==> config.mk <==
export PLATFORM = sky130hd
export DESIGN_NAME = axi_burst_mem_responder
export DESIGN_NICKNAME = d
export VERILOG_FILES = /design/src/rtl/axi_burst_mem_responder_pkg.sv /design/src/rtl/axi_burst_addr_gen.sv /design/src/rtl/axi_burst_mem_responder.sv
export SDC_FILE = /design/constraint.sdc
export NUM_CORES = 1
export LEC_CHECK = 0
export CAP_MARGIN = 10
export CORE_AREA = 2 2 166 168
export CTS_BUF_LIST = sky130_fd_sc_hd__clkbuf_8
export DETAILED_ROUTE_END_ITERATION = 10
export DIE_AREA = 0 0 168 170
export PLACE_DENSITY_LB_ADDON = 0.3
export SYNTH_ARGS = -nofsm -noshare
export SYNTH_HDL_FRONTEND = slang
export SYNTH_HIERARCHICAL = 1
export SYNTH_SLANG_ARGS = --single-unit
==> constraint.sdc <==
create_clock -name clk_i -period 17.55 [get_ports clk_i]
set_input_delay 3.51 -clock clk_i [delete_from_list [all_inputs] [get_ports clk_i]]
set_output_delay 3.51 -clock clk_i [all_outputs]
set_load 0.05 [all_outputs]
==> src/rtl/axi_burst_mem_responder_pkg.sv <==
// Shared AXI types, request/response structs and burst helper functions
// for the burst-to-memory responder and its address generator.
package axi_burst_mem_responder_pkg;

  localparam int unsigned AXI_AW = 32;
  localparam int unsigned AXI_DW = 64;
  localparam int unsigned AXI_IW = 4;

  typedef logic [1:0] burst_t;
  typedef logic [1:0] resp_t;
  typedef logic [2:0] size_t;

  localparam burst_t BURST_FIXED = 2'b00;
  localparam burst_t BURST_INCR  = 2'b01;
  localparam burst_t BURST_WRAP  = 2'b10;
  localparam resp_t  RESP_OKAY   = 2'b00;
  localparam resp_t  RESP_SLVERR = 2'b10;

  typedef struct packed {
    logic [AXI_IW-1:0] id;
    logic [AXI_AW-1:0] addr;
    logic [7:0]        len;
    size_t             size;
    burst_t            burst;
  } axi_ax_t;

  typedef struct packed {
    logic [AXI_DW-1:0]   data;
    logic [AXI_DW/8-1:0] strb;
    logic                last;
  } axi_w_t;

  typedef struct packed {
    logic [AXI_IW-1:0] id;
    resp_t             resp;
  } axi_b_t;

  typedef struct packed {
    logic [AXI_IW-1:0] id;
    logic [AXI_DW-1:0] data;
    resp_t             resp;
    logic              last;
  } axi_r_t;

  typedef struct packed {
    logic    aw_valid;
    axi_ax_t aw;
    logic    w_valid;
    axi_w_t  w;
    logic    b_ready;
    logic    ar_valid;
    axi_ax_t ar;
    logic    r_ready;
  } axi_req_pkg_t;

  typedef struct packed {
    logic   aw_ready;
    logic   ar_ready;
    logic   w_ready;
    logic   b_valid;
    axi_b_t b;
    logic   r_valid;
    axi_r_t r;
  } axi_resp_pkg_t;

  function automatic logic [15:0] beat_bytes(input size_t size);
    return 16'd1 << size;
  endfunction

  // Only len[3:0] matters: legal WRAP lengths are 1, 3, 7 or 15.
  function automatic logic [15:0] wrap_boundary(input size_t size, input logic [7:0] len);
    return beat_bytes(size) * ({12'd0, len[3:0]} + 16'd1);
  endfunction

endpackage

==> src/rtl/axi_burst_addr_gen.sv <==
// Combinational AXI next-beat address for FIXED, INCR and WRAP bursts.
module axi_burst_addr_gen
  import axi_burst_mem_responder_pkg::*;
#(
  parameter int unsigned AddrWidth = 32
) (
  input  logic [AddrWidth-1:0] addr_i,
  input  size_t                size_i,
  input  logic [7:0]           len_i,
  input  burst_t               burst_i,
  output logic [AddrWidth-1:0] next_addr_o
);
  localparam logic [AddrWidth-1:0] ONE = AddrWidth'(1);

  logic [AddrWidth-1:0] nbytes, bnd, aligned, incr;

  always_comb begin
    nbytes  = AddrWidth'(beat_bytes(size_i));
    bnd     = AddrWidth'(wrap_boundary(size_i, len_i));
    aligned = addr_i & ~(nbytes - ONE);
    incr    = aligned + nbytes;
    case (burst_i)
      BURST_INCR: next_addr_o = incr;
      BURST_WRAP: next_addr_o = (addr_i & ~(bnd - ONE)) | (incr & (bnd - ONE));
      default:    next_addr_o = addr_i;
    endcase
  end

endmodule

==> src/rtl/axi_burst_mem_responder.sv <==
// AXI4 subordinate terminator: one burst at a time, broken into single-word
// req/gnt memory accesses; reads and writes share one sequencer.
module axi_burst_mem_responder
  import axi_burst_mem_responder_pkg::*;
#(
  parameter int unsigned AddrWidth  = AXI_AW,
  parameter int unsigned DataWidth  = AXI_DW,
  parameter int unsigned IdWidth    = AXI_IW,
  parameter type         axi_req_t  = axi_req_pkg_t,
  parameter type         axi_resp_t = axi_resp_pkg_t
) (
  input  logic                   clk_i,
  input  logic                   rst_ni,
  input  axi_req_t               slv_req_i,
  output axi_resp_t              slv_resp_o,
  output logic                   mem_req_o,
  input  logic                   mem_gnt_i,
  output logic                   mem_we_o,
  output logic [AddrWidth-1:0]   mem_addr_o,
  output logic [DataWidth-1:0]   mem_wdata_o,
  output logic [DataWidth/8-1:0] mem_be_o,
  input  logic                   mem_rvalid_i,
  input  logic [DataWidth-1:0]   mem_rdata_i
);
  localparam int unsigned StrbWidth = DataWidth / 8;
  localparam int unsigned OffW      = $clog2(StrbWidth);
  localparam logic [AddrWidth-1:0] WORD_MASK = ~AddrWidth'(StrbWidth - 1);

  localparam logic [2:0] IDLE    = 3'd0;
  localparam logic [2:0] WR_DATA = 3'd1;
  localparam logic [2:0] WR_RESP = 3'd2;
  localparam logic [2:0] RD_REQ  = 3'd3;
  localparam logic [2:0] RD_WAIT = 3'd4;
  localparam logic [2:0] RD_RESP = 3'd5;

  logic [2:0]           state_q, state_d;
  logic [IdWidth-1:0]   id_q, id_d;
  logic [AddrWidth-1:0] addr_q, addr_d, next_addr;
  logic [7:0]           len_q, len_d, cnt_q, cnt_d;
  size_t                size_q, size_d;
  burst_t               burst_q, burst_d;
  logic                 err_q, err_d, prio_q, prio_d;
  logic [DataWidth-1:0] rdata_q, rdata_d;

  logic    aw_win, last_beat, ax_err;
  axi_ax_t ax;

  axi_burst_addr_gen #(.AddrWidth(AddrWidth)) i_addr_gen (
    .addr_i      (addr_q),
    .size_i      (size_q),
    .len_i       (len_q),
    .burst_i     (burst_q),
    .next_addr_o (next_addr)
  );

  // prio_q = 0 favours AW, 1 favours AR when both are valid.
  assign aw_win     = slv_req_i.aw_valid && !(slv_req_i.ar_valid && prio_q);
  assign ax         = aw_win ? slv_req_i.aw : slv_req_i.ar;
  assign ax_err     = (ax.size > size_t'(OffW)) || (ax.burst == 2'b11) ||
                      (ax.burst == BURST_WRAP && !(ax.len inside {8'd1, 8'd3, 8'd7, 8'd15}));
  assign last_beat  = (cnt_q == len_q);
  assign mem_addr_o = addr_q & WORD_MASK;

  always_comb begin
    state_d     = state_q;
    id_d        = id_q;
    addr_d      = addr_q;
    len_d       = len_q;
    cnt_d       = cnt_q;
    size_d      = size_q;
    burst_d     = burst_q;
    err_d       = err_q;
    prio_d      = prio_q;
    rdata_d     = rdata_q;
    slv_resp_o  = '0;
    mem_req_o   = 1'b0;
    mem_we_o    = 1'b0;
    mem_wdata_o = '0;
    mem_be_o    = '0;
    case (state_q)
      IDLE: begin
        slv_resp_o.aw_ready = !(slv_req_i.ar_valid && prio_q);
        slv_resp_o.ar_ready = !(slv_req_i.aw_valid && !prio_q);
        if (slv_req_i.aw_valid || slv_req_i.ar_valid) begin
          id_d    = ax.id;
          addr_d  = ax.addr;
          len_d   = ax.len;
          size_d  = ax.size;
          burst_d = ax.burst;
          cnt_d   = '0;
          err_d   = ax_err;
          prio_d  = !prio_q;
          state_d = aw_win ? WR_DATA : RD_REQ;
        end
      end
      WR_DATA: begin
        if (err_q) begin
          slv_resp_o.w_ready = 1'b1;
        end else begin
          mem_req_o          = slv_req_i.w_valid;
          mem_we_o           = 1'b1;
          mem_wdata_o        = slv_req_i.w.data;
          mem_be_o           = slv_req_i.w.strb;
          slv_resp_o.w_ready = mem_gnt_i;
        end
        if (slv_req_i.w_valid && slv_resp_o.w_ready) begin
          addr_d = next_addr;
          cnt_d  = cnt_q + 8'd1;
          if (slv_req_i.w.last || last_beat) state_d = WR_RESP;
        end
      end
      WR_RESP: begin
        slv_resp_o.b_valid = 1'b1;
        slv_resp_o.b.id    = id_q;
        slv_resp_o.b.resp  = err_q ? RESP_SLVERR : RESP_OKAY;
        if (slv_req_i.b_ready) state_d = IDLE;
      end
      RD_REQ: begin
        if (err_q) begin
          rdata_d = '0;
          state_d = RD_RESP;
        end else begin
          mem_req_o = 1'b1;
          mem_be_o  = '1;
          if (mem_gnt_i) state_d = RD_WAIT;
        end
      end
      RD_WAIT: begin
        if (mem_rvalid_i) begin
          rdata_d = mem_rdata_i;
          state_d = RD_RESP;
        end
      end
      RD_RESP: begin
        slv_resp_o.r_valid = 1'b1;
        slv_resp_o.r.id    = id_q;
        slv_resp_o.r.data  = rdata_q;
        slv_resp_o.r.resp  = err_q ? RESP_SLVERR : RESP_OKAY;
        slv_resp_o.r.last  = last_beat;
        if (slv_req_i.r_ready) begin
          if (last_beat) begin
            state_d = IDLE;
          end else begin
            addr_d  = next_addr;
            cnt_d   = cnt_q + 8'd1;
            state_d = RD_REQ;
          end
        end
      end
      default: state_d = IDLE;
    endcase
  end

  always_ff @(posedge clk_i) begin
    if (!rst_ni) begin
      state_q <= IDLE;
      id_q    <= '0;
      addr_q  <= '0;
      len_q   <= '0;
      cnt_q   <= '0;
      size_q  <= '0;
      burst_q <= '0;
      err_q   <= 1'b0;
      prio_q  <= 1'b0;
      rdata_q <= '0;
    end else begin
      state_q <= state_d;
      id_q    <= id_d;
      addr_q  <= addr_d;
      len_q   <= len_d;
      cnt_q   <= cnt_d;
      size_q  <= size_d;
      burst_q <= burst_d;
      err_q   <= err_d;
      prio_q  <= prio_d;
      rdata_q <= rdata_d;
    end
  end

endmodule

## Word level (Yosys, flattened, before mapping)

Index checks and enable logic that the tools add are counted.
W data, S select, Z words.

| storage, ports and cells | value |
|---|---|
| bits in registers | 126 |
| input port bits | 244 |
| output and inout bits | 188 |
| logic and storage cells | 110 |

| operators by class | value |
|---|---|
| $add $sub $neg | 5 |
| multipliers | 1 |
| order comparisons | 1 |
| equality and inequality tests | 23 |
| shifts and indexed selects | 1 |
| mux-type cells | 42 |
| bitwise gates (word level) | 6 |
| reductions and logical operators | 21 |

Operators with widths:

| operator | count |
|---|---|
| $mux W64 | 4 |
| $mux W32 | 4 |
| $pmux W64 S2 | 1 |
| $and A32 B32 Y32 | 3 |
| $pmux W32 S3 | 1 |
| $mux W72 | 1 |
| $not A32 Y32 | 2 |
| $pmux W32 S2 | 1 |
| $mux W49 | 1 |
| $mux W8 | 6 |
| $sub A16 B1 Y17 const B | 2 |
| $add A32 B16 Y32 | 1 |
| $or A32 B32 Y32 | 1 |
| $mux W3 | 8 |
| $pmux W8 S3 | 1 |
| $pmux W3 S6 | 1 |
| $mul A16 B16 Y16 | 1 |
| $ne A2 B2 Y1 const B | 8 |
| $pmux W8 S2 | 1 |
| $shl A1 B3 Y16 const A | 1 |
| $add A8 B1 Y8 const B | 1 |
| $eq A8 B1 Y1 const B | 1 |
| $eq A8 B2 Y1 const B | 1 |
| $eq A8 B3 Y1 const B | 1 |
| 25 further kinds | 47 |

## Logic depth before layout (Yosys ltp)

| logic depth | value |
|---|---|
| word-level depth | 11 |
| mapped depth | 25 |

## Modules after synthesis

The synthesis kept the hierarchy.

Modules (own cells, without submodules):

| module | instances | cells an instance | area each (um^2) | seq. area each (um^2) |
|---|---|---|---|---|
| axi_burst_mem_responder | 1 | 910 | 7307.0 | 2522.4 |
| axi_burst_addr_gen | 1 | 528 | 3562.2 | 0.0 |

## Worst setup path after synthesis

Ideal clock, no wire load.

| path | value |
|---|---|
| kind | input-to-output |
| from | input mem_gnt_i |
| to | output slv_resp_o[79] in the netlist's numbering |
| data arrival time | 4582 ps |
| data required time | 14040 ps |
| path slack | 9458 ps |
| stages | 2 |
| path buffers | 0 |
| path through | nor2_1 nor3_1 |

RTL lines:

| item | RTL line | RTL |
|---|---|---|
| start, declared | axi_burst_mem_responder.sv:17 | `input logic mem_gnt_i,` |
| end, declared | axi_burst_mem_responder.sv:15 | `output axi_resp_t slv_resp_o,` |

==> flow_metrics.py <==
metrics = {
    "outcome": {
        "status": "complete, no violations",
    },
    "floorplanning": {
        "start_util_pct": 40.8,
        "die_h_um": 170,
        "ioPinCount": 432,
        "design.die.area_um2": 28600,
        "num_rows": 60,
        "core_um2": 26700,
        "fp.dieW_um": 168,
    },
    "timing": {
        "rsz0062_at_grt": "false",
        "hold_viol_final": 0,
        "fmax_mhz": 114,
        "worstMarginPinSlew_ns": 1.07,
        "maxSlewViolCount": 0,
        "setup_viol": 0,
        "timing.max_slew.rel_slack_pct": 28.9,
        "fin_skew_ns": 0.0172,
        "period_minus_slack_ns": 8.78,
        "finalCritPeriodShare_pct": 50.0,
        "final.setup.tns_ns": 0,
    },
    "yosys": {
        "yosys_warnings": 6,
        "synth-edff-count": 0,
        "synth_area_per_cell_um2": 7.56,
        "ys.flop_type": "dfxtp_1",
        "synthCells": 1438,
        "synth.distinct_cells": 87,
        "synth-seq-cells": 126,
        "yosys.area.top_type": "dfxtp_1",
        "syn_area_um2": 10900,
        "netlist.area_leader.share_pct": 23.2,
        "ys_async_sr_fraction_pct": 0,
        "yosysSeqAreaShare_pct": 23.2,
        "yosys-top-cells-area": "dfxtp_1 23%, nand2_1 6.8%, mux2i_1 5.2%",
    },
    "routing": {
        "drt_iter0_drc": 941,
        "drt_wl_total_mm": 40.6,
        "vias_per_cell": 5.58,
        "drt_drc_violations_left": 0,
        "antenna_left": 0,
        "drt_pass1_iterations": 5,
        "via_count": 11800,
        "post_drt_wl_per_cell_um": 19.2,
    },
    "cts": {
        "path_clk_slew_ns": 0.09,
        "cts_num_sinks": 126,
        "hold_buffers": 0,
        "cts_made_buffers": 17,
        "cts_tree": "yes",
        "cts_setup_buffers": 0,
        "clk_latency_ns": 0.46,
        "clk_path_buf_depth": 2,
        "h-tree-depth": 4,
        "ctsResizeCount": 0,
        "cts_root_buf": "clkbuf_8",
    },
    "worst_setup_path": {
        "crit_type": "in2out",
        "worst_setup_path_end_kind": "primary output",
        "worst-path-buf-inv": 2,
        "reg2reg_depth": 18,
        "crit_arrival_ns": 5.27,
        "critPathMostFrequentCell": "clkdlybuf4s50_1",
        "path_depth": 4,
        "crit_path_max_incr_delay_ns": 0.84,
        "worstPathRequired_ns": 14.04,
        "critical_path.max_fanout": 3,
        "cp_top_family": "buffers and inverters",
        "path_cells": "clkdlybuf4s50_1 > nor2_1 > nor3_1 > clkdlybuf4s50_1",
        "worstSetupStartpointType": "primary input",
        "cp_slowest_cell": "clkdlybuf4s50_1",
    },
    "power": {
        "power_frac_comb_pct": 62.8,
        "power_density_nw_per_um2": 137,
        "switching_share_pct": 52.7,
        "clockPowerShare_pct": 15.0,
        "vdd_drop_max_uv": 77.5,
        "p_leak_nw": 6.22,
        "power_switching_w": 0.00112,
        "pwr-share-seq_pct": 22.3,
        "intPower_w": 0.00100,
    },
    "hold_path": {
        "whs_path_depth": 2,
        "hold_class": "reg2reg",
    },
    "grt": {
        "grt_first_pass_wirelength_mm": 61.5,
        "grt_usage_pct": 27.1,
        "grt_max_degree": 74,
        "antenna_found_initial": 8,
        "grt_pass1_vias": 11000,
        "grt.overflow.total": 0,
    },
    "placement": {
        "numPortBuffers": 426,
        "place.gp.congestion": 0.866,
        "dp.cells": 2079,
        "placed_area_um2": 15000,
        "hpwl_mm": 29.9,
    },
    "cells_and_area": {
        "final_cells": 2118,
        "finish.net_count": 2051,
        "design_area_um2": 15500,
        "areaGrowthSynthToFinish_pct": 42.5,
        "drive_above_1_share_pct": 4.92,
    },
    "run": {
        "max_cap_viol_count": 0,
    },
}
[power by group through the flow]
stage,Sequential (W),Clock (W),Combinational (W)
after CTS,0.000468,0.000324,0.00132
after global routing,0.000485,0.000337,0.00144
after floorplan,0.000407,0,0.00103
final,0.000471,0.000317,0.00133
after global placement,0.000470,0,0.00130
after detailed placement,0.000474,0,0.00132
[cells in the mapped netlist (all sizes together), types with 4 or more instances]
cell type / number
a211oi: 11
a21boi: 101
a21o: 7
a21oi: 47
a31oi: 10
and2: 80
and3: 82
buf: 75
clkbuf: 72
dfxtp: 126
fa: 18
ha: 32
inv: 47
mux2i: 56
nand2: 196
nand2b: 17
nand3: 91
nand3b: 8
nand4: 14
nand4b: 4
nor2: 62
nor2b: 11
nor3: 16
nor4: 7
o211a: 19
o211ai: 37
o21a: 14
o21ai: 30
o21bai: 5
o311ai: 5
o31ai: 10
o41ai: 4
or2: 9
or3: 17
xnor2: 21
xor2: 14
[cells in the final DEF, fill, tap and decap left out, drive strengths merged, types with 21 or more instances in the layout]
cell,n
a21oi,47
nand3,91
o211ai,37
a21boi,101
xnor2,21
mux2i,56
dfxtp,126
and2,80
ha,32
o21ai,30
nor2,62
inv,56
nand2,196
clkdlybuf4s50,425
and3,82
[worst register-to-register path, cell delays in order, from the launching register on]
cell and delay [ns]:
dfxtp_1 0.93, and2b_1 0.33, nand2_1 0.17, or2_2 0.33
fa_1 0.49, fa_1 0.52, fa_1 0.55, inv_1 0.04
ha_1 0.38, nand2b_1 0.12, a211oi_1 0.56, o21ai_2 0.13
xnor2_1 0.20, or4_1 0.67, o41a_1 0.71, a32o_1 0.33
a21o_1 0.16, o211ai_1 0.17, a21boi_1 0.08
[layer usage]
layer,up-vias,global-route usage [%],wire (um)
li1,5698,-,-
met1,5550,33.9,17000
met2,505,46.1,19600
met3,69,5.65,2920
met4,2,9.72,1040
met5,-,0,9
[worst paths after layout]
path / to / slack (ns) / startpoint
min: rdata_q[58]$_SDFFE_PN0P_ / 0.45 / rdata_q[58]$_SDFFE_PN0P_
max: slv_resp_o[79] / 8.77 / mem_gnt_i
min reg2reg: rdata_q[58]$_SDFFE_PN0P_ / 0.45 / rdata_q[58]$_SDFFE_PN0P_
max reg2reg: addr_q[26]$_SDFFE_PN0P_ / 10.59 / size_q[0]$_SDFFE_PN0P_
[layout make-up]
| class | count | area [um^2] |
|---|---|---|
| diodes | 7 | 17.5 |
| clock buffers | 17 | 234 |
| clock inverters | 15 | 245 |
| fillers | 2402 | 11200 |
| inverters | 48 | 180 |
| multi-input cells | 1121 | 7480 |
| flip-flops and latches | 126 | 2520 |
| well taps | 341 | 427 |
| repair buffers | 443 | 4390 |
[through the flow]
stage	hold WS [ns]	power, W	setup WS, ns	utilization [%]
detailed placement	0.440	0.00179	8.83	56.3
global route	0.478	0.00226	8.75	58.1
finish	0.446	0.00212	8.77	58.1
CTS	0.452	0.00212	8.82	58.1
floorplan	0.426	0.00144	9.46	-
global placement	0.432	0.00177	8.86	56.3
[logic make-up after synthesis]
family | after synthesis | share of synthesized area, %
and+or+nand+nor | 631 | 29.9
AOI/OAI and AO/OA | 343 | 23.2
buffers and inverters | 195 | 8.56
DFF | 126 | 23.2
muxes | 57 | 5.26
adders and majority gates | 50 | 7.00
xor gates and xnor gates | 35 | 2.82
other | 1 | 0.0345
[state kept, by name, indices dropped and copies added, names as in the netlist]
signal and count:
rdata_q 64, addr_q 32, cnt_q 8, len_q 8, id_q 4, size_q 3
state_q 3, burst_q 2, err_q 1, prio_q 1
Power figures use the tool's default switching activity.
